`src/rtl/led_pkg.sv`:
```
// Shared constants and FSM encoding for the LED state sequencer.
package led_pkg;

    localparam int NUM_ST = 5;   // pattern-state blocks sequenced
    localparam int LED_W  = 18;  // LED bus width
    localparam int IDX_W  = 3;   // width of the state index / cur_st bus

    // Legacy-compatible state encoding: plain vector type plus named constants
    typedef logic [1:0] seq_state_t;
    localparam seq_state_t S_IDLE   = 2'd0;
    localparam seq_state_t S_ACTIVE = 2'd1;
    localparam seq_state_t S_GAP    = 2'd2;

    // LED value driven whenever no pattern block is active
    localparam logic [LED_W-1:0] IDLE_PATTERN = '0;

endpackage

```
`src/rtl/seq_timeout_timer.sv`:
```
// Watchdog counter for one ACTIVE state: cleared outside ACTIVE, counts each
// enabled clk and saturates at TIMEOUT-1, where expire is raised.
module seq_timeout_timer #(
    parameter int TIMEOUT = 64
) (
    input  logic clk,
    input  logic async_rs_n,
    input  logic clear,
    input  logic enable,
    output logic expire
);

    localparam int CW = (TIMEOUT > 1) ? $clog2(TIMEOUT) : 1;
    localparam logic [CW-1:0] LAST_CNT = CW'(TIMEOUT - 1);

    logic [CW-1:0] count_reg;

    // Count ACTIVE clks; saturation keeps expire asserted if the FSM lingers
    always_ff @(posedge clk or negedge async_rs_n) begin
        if (!async_rs_n) begin
            count_reg <= '0;
        end else if (clear) begin
            count_reg <= '0;
        end else if (enable && (count_reg != LAST_CNT)) begin
            count_reg <= count_reg + 1'b1;
        end
    end

    assign expire = (count_reg == LAST_CNT);

endmodule

```
`src/rtl/led_state_sequencer.sv`:
```
// Sequences NUM_ST LED pattern blocks: one-hot begin per state, a one-clk gap
// between states, auto-cycle or hold-one-state mode, and a per-state timeout.
module led_state_sequencer #(
    parameter int NUM_ST  = led_pkg::NUM_ST,
    parameter int LED_W   = led_pkg::LED_W,
    parameter int TIMEOUT = 64
) (
    input  logic                    clk,
    input  logic                    async_rs_n,
    input  logic                    run,
    input  logic                    mode,
    input  logic [2:0]              hold_sel,
    input  logic [NUM_ST-1:0]       st_over,
    input  logic [NUM_ST*LED_W-1:0] st_pat,
    output logic [NUM_ST-1:0]       st_begin,
    output logic                    enabler,
    output logic [LED_W-1:0]        led_out,
    output logic [2:0]              cur_st,
    output logic                    cycle_done,
    output logic                    err_to
);

    import led_pkg::*;

    localparam logic [IDX_W-1:0] LAST_IDX = IDX_W'(NUM_ST - 1);

    seq_state_t       state_reg, state_next;
    logic [IDX_W-1:0] idx_reg, idx_next;
    logic [LED_W-1:0] led_out_reg, led_next;
    logic             err_to_reg, err_next;
    logic             cycle_done_reg, done_next;
    logic [IDX_W-1:0] eff_sel;
    logic             over_cur;
    logic             expire;
    logic [LED_W-1:0] pat_arr [NUM_ST];

    // Out-of-range hold selections fall back to state 0
    assign eff_sel  = ({29'd0, hold_sel} < 32'(NUM_ST)) ? hold_sel : '0;
    // Only the active block's done flag matters
    assign over_cur = st_over[idx_reg];

    generate
        for (genvar gi = 0; gi < NUM_ST; gi++) begin : g_state
            assign pat_arr[gi]  = st_pat[gi*LED_W +: LED_W];
            assign st_begin[gi] = (state_reg == S_ACTIVE) && (idx_reg == IDX_W'(gi));
        end
    endgenerate

    seq_timeout_timer #(
        .TIMEOUT (TIMEOUT)
    ) u_timer (
        .clk        (clk),
        .async_rs_n (async_rs_n),
        .clear      (state_reg != S_ACTIVE),
        .enable     (state_reg == S_ACTIVE),
        .expire     (expire)
    );

    // Next-state, next-index and pulse decisions; run=0 overrides everything
    always_comb begin
        state_next = state_reg;
        idx_next   = idx_reg;
        err_next   = 1'b0;
        done_next  = 1'b0;
        if (!run) begin
            state_next = S_IDLE;
            idx_next   = '0;
        end else begin
            case (state_reg)
                S_IDLE: begin
                    state_next = S_ACTIVE;
                    idx_next   = mode ? eff_sel : '0;
                end
                S_ACTIVE: begin
                    // Completion wins over a coincident timeout
                    if (over_cur || expire) begin
                        state_next = S_GAP;
                        err_next   = !over_cur;
                        done_next  = !mode && (idx_reg == LAST_IDX);
                    end
                end
                S_GAP: begin
                    state_next = S_ACTIVE;
                    if (mode)
                        idx_next = eff_sel;
                    else if (idx_reg == LAST_IDX)
                        idx_next = '0;
                    else
                        idx_next = idx_reg + 1'b1;
                end
                default: begin
                    state_next = S_IDLE;
                    idx_next   = '0;
                end
            endcase
        end
        // LED register is loaded for the state being entered so it lines up with ACTIVE
        led_next = (state_next == S_ACTIVE) ? pat_arr[idx_next] : LED_W'(IDLE_PATTERN);
    end

    // State, index, LED and pulse registers
    always_ff @(posedge clk or negedge async_rs_n) begin
        if (!async_rs_n) begin
            state_reg      <= S_IDLE;
            idx_reg        <= '0;
            led_out_reg    <= '0;
            err_to_reg     <= 1'b0;
            cycle_done_reg <= 1'b0;
        end else begin
            state_reg      <= state_next;
            idx_reg        <= idx_next;
            led_out_reg    <= led_next;
            err_to_reg     <= err_next;
            cycle_done_reg <= done_next;
        end
    end

    assign enabler    = (state_reg != S_IDLE);
    assign cur_st     = (state_reg == S_IDLE) ? 3'd0 : idx_reg;
    assign led_out    = led_out_reg;
    assign err_to     = err_to_reg;
    assign cycle_done = cycle_done_reg;

endmodule

```
`config.mk`:
```
export PLATFORM = sky130hd
export DESIGN_NAME = led_state_sequencer
export DESIGN_NICKNAME = d
export VERILOG_FILES = /design/src/rtl/led_pkg.sv /design/src/rtl/seq_timeout_timer.sv /design/src/rtl/led_state_sequencer.sv
export SDC_FILE = /design/constraint.sdc
export NUM_CORES = 1
export LEC_CHECK = 0
export BUFFER_PORTS_ARGS = -buffer_cell sky130_fd_sc_hd__buf_2
export CAP_MARGIN = 20
export CORE_MARGIN = 2
export CORE_UTILIZATION = 43
export DETAILED_ROUTE_END_ITERATION = 8
export PLACE_DENSITY = 0.84
export SLEW_MARGIN = 20
export SYNTH_ARGS = -nofsm -noshare
export SYNTH_HDL_FRONTEND = slang
export SYNTH_SLANG_ARGS = --single-unit
```
`constraint.sdc`:
```
create_clock -name clk -period 2.6 [get_ports clk]
set_input_delay 0.52 -clock clk [delete_from_list [all_inputs] [get_ports clk]]
set_output_delay 0.52 -clock clk [all_outputs]
set_load 0.1 [all_outputs]
```
==> results.sh <==
export IMPL_max_stage_delay_ns=0.65
export IMPL_wl_met1_mm=2.79
export IMPL_setup_viol=0
export IMPL_largest_reg_flops=18
export IMPL_maxCapViolCount=0
export IMPL_grt_max_degree=32
export IMPL_synth_yosys_seq_area_share_pct=37.1
export IMPL_period_minus_slack_ns=2.46
export IMPL_synth_top_family_by_area="compound AO/OA/AOI/OAI gates"
export IMPL_place_inst=405
export IMPL_peakVddDrop_uv=273
export IMPL_dr_pass1_iters=4
export IMPL_routed_top_layer="met4"
export IMPL_row_count=25
export IMPL_fmax_mhz=406
export IMPL_holdWs_ns=0.280
export IMPL_postCtsSetupBuffers=0
export IMPL_final_area_mm2=0.00291
export IMPL_max_slew_margin_rel_pct=52.3
export IMPL_power_mw=1.52
export IMPL_synth_seq_cells=31
export IMPL_critical_path_top_delay_family="compound AO/OA/AOI/OAI gates"
export IMPL_port_buffers=130
export IMPL_ant_nets=0
export IMPL_vias=2449
export IMPL_cts_inserted_buffers=5
export IMPL_die_y_um=73.8
export IMPL_gp_congestion=0.854
export IMPL_max_slew_worst_pin_slew_ns=0.715
export IMPL_synthAdderAreaFrac_pct=3.59
export IMPL_setup_tns_ns=0
export IMPL_clk_path_buf_depth=2
export IMPL_powerDensity_mw_per_mm2=522
export IMPL_grt_pass1_vias=2392
export IMPL_htreeDepth=2
export IMPL_cts_root_buf="clkbuf_8"
export IMPL_coreArea_mm2=0.00469
export IMPL_period_share_pct=94.7
export IMPL_ys_warn_count=0
export IMPL_drv_slew=0
export IMPL_cts_tree="yes"
export IMPL_synthMuxAreaShare_pct=1.56
export IMPL_cp_start_kind="register"
export IMPL_die_x_um=73.8
export IMPL_fin_cells=413
export IMPL_drc=0
export IMPL_initial_utilization_pct=44.6
export IMPL_wl_per_cell_um=16.9
export IMPL_drive_gt1_share_pct=43.5
export IMPL_antenna_cells=0
export IMPL_rsz0062_at_grt="no"
export IMPL_avgViaCountPerCell=5.93
export IMPL_grt_pass1_wl_mm=10.7
export IMPL_path_depth=6
export IMPL_synth_area_mm2=0.00209
export IMPL_place_area_mm2=0.00281
export IMPL_hold_buffers=0
export IMPL_outcome="completed"
export IMPL_finClkSkew_ns=0.00434
export IMPL_endpoint_kind="register"
export IMPL_hold_viol=0
export IMPL_arrival_ns=2.62
export IMPL_most_common_layout_cells="buf_2, o32ai_1, dfrtp_1, and3_1, inv_1"
export IMPL_synth_nets=334
export IMPL_required_ns=2.75
export IMPL_final_common_cell="buf_2"
export IMPL_grt_usage_pct=25.9
export IMPL_layout_nets=466
export IMPL_synth_xor_area_share_pct=0.419
export IMPL_antenna_found_initial=0
export IMPL_crit_fanout=17
export IMPL_hp_class="in2async"
export IMPL_cts_sink_count=31
export IMPL_slowest_stage="or4_4"
export IMPL_synth_cell_types=47
export IMPL_hpwlAfterDp_mm=5.37
export IMPL_gr_total_overflow=0
export IMPL_synth_compound_area_share_pct=29.7
export IMPL_totalWireLength_mm=6.98
export IMPL_synth_cells=226
export IMPL_dieArea_mm2=0.00544
export IMPL_syn2layout_area_growth_pct=39.1
export IMPL_clk_latency_ns=0.29
export IMPL_r2r_cells=6
export IMPL_p_leak_nw=1.55
export IMPL_cp_num_buf_inv=1
export IMPL_wl_met2_mm=3.47
export IMPL_yosys_area_share_simple_pct=19.7
export IMPL_drt_iter0_markers=186
export IMPL_wl_met3_um=487
export IMPL_criticalPathCategory="reg2reg"
export IMPL_avgSynthCellArea_um2=9.26
export IMPL_path_cells="inv_1 > ha_1 > o211ai_1 > a31oi_2 > or4_4 > o32ai_1"
export IMPL_path_clk_slew_ns=0.07
export IMPL_cts_resized=0
export IMPL_boundaryPins=131
## path summary, 6_finish.rpt
path | endpoint | from | slack, ns
max | led_out[4]$_DFF_PN0_ | idx_reg[0]$_DFF_PN0_ | 0.14
min reg2reg | u_timer.count_reg[1]$_DFFE_PN0P_ | u_timer.count_reg[1]$_DFFE_PN0P_ | 0.57
max in group asynchronous | led_out[17]$_DFF_PN0_ | async_rs_n | 1.86
max reg2reg | led_out[4]$_DFF_PN0_ | idx_reg[0]$_DFF_PN0_ | 0.14
min in group clk | cycle_done$_DFF_PN0_ | mode | 0.46
min | idx_reg[0]$_DFF_PN0_ | async_rs_n | 0.28
## synthesized netlist by cell type, drive strengths merged
library cell | n | area, um^2
o211a | 1 | 10.0
o32ai | 32 | 280
mux2 | 2 | 22.5
nand2 | 7 | 26.3
ha | 6 | 75.1
or4 | 1 | 11.3
xnor2 | 1 | 8.76
or2 | 1 | 6.26
a211oi | 16 | 120
and3 | 26 | 163
a311oi | 2 | 17.5
mux2i | 1 | 10.0
o211ai | 1 | 7.51
nand3b | 1 | 7.51
nor3 | 3 | 15.0
a32oi | 2 | 17.5
o21ai | 6 | 33.8
a31oi | 6 | 43.8
nor2 | 11 | 41.3
a22oi | 2 | 20.0
nor3b | 3 | 27.5
nand4 | 1 | 6.26
nor4bb | 2 | 20.0
nor2b | 3 | 18.8
a22o | 1 | 8.76
dfrtp | 31 | 776
buf | 6 | 41.3
and2 | 3 | 18.8
o2bb2ai | 1 | 15.0
a2111oi | 1 | 8.76
nand3 | 8 | 45.0
inv | 25 | 93.8
a221o | 1 | 10.0
clkbuf | 8 | 30.0
nand2b | 1 | 6.26
a32o | 2 | 20.0
o2111ai | 1 | 8.76
## metal layers
metal | global-route usage (%) | vias up
met5 | 0 | -
met4 | 14.3 | 0
met3 | 5.90 | 24
met2 | 43.2 | 131
met1 | 30.6 | 1148
li1 | - | 1146
## through the flow
stage / setup slack [ns] / utilization, %
finish: 0.137 / 62.0
global route: 0.0208 / 62.0
CTS: 0.206 / 62.0
detailed placement: 0.209 / 59.8
global placement: 0.340 / 59.8
floorplan: 0.268 / -
## power by group
| group | total (mW) | switching [mW] | internal, mW |
|---|---|---|---|
| clock network | 0.437 | 0.196 | 0.241 |
| logic | 0.548 | 0.394 | 0.154 |
| registers | 0.534 | 0.0184 | 0.516 |
## kinds of logic (layout without fill, tap and decap cells)
kind of cell | Yosys count | count (layout)
AND/OR/NAND/NOR | 71 | 71
buffers and inverters | 39 | 172
multiplexers | 3 | 3
flip-flops | 31 | 31
XOR/XNOR | 1 | 1
AO/OA/AOI/OAI | 75 | 75
adder cells (fa/ha/maj) | 6 | 6
## worst reg2reg max path, cell delays in order (launching register included)
cell	delay, ns
dfrtp_1	0.47
inv_1	0.17
ha_1	0.35
o211ai_1	0.26
a31oi_2	0.18
or4_4	0.65
o32ai_1	0.25
## final cells by class
cell class                      instances  area, um^2
Clock inverter                          1        7.51
Fill cell                             421        1780
Tap cell                               54        67.6
Timing Repair Buffer                  139         718
Sequential cell                        31         776
Multi-Input combinational cell        156        1150
Clock buffer                            7        96.3
Inverter                               25        93.8
(Power assumes the default switching activity.)
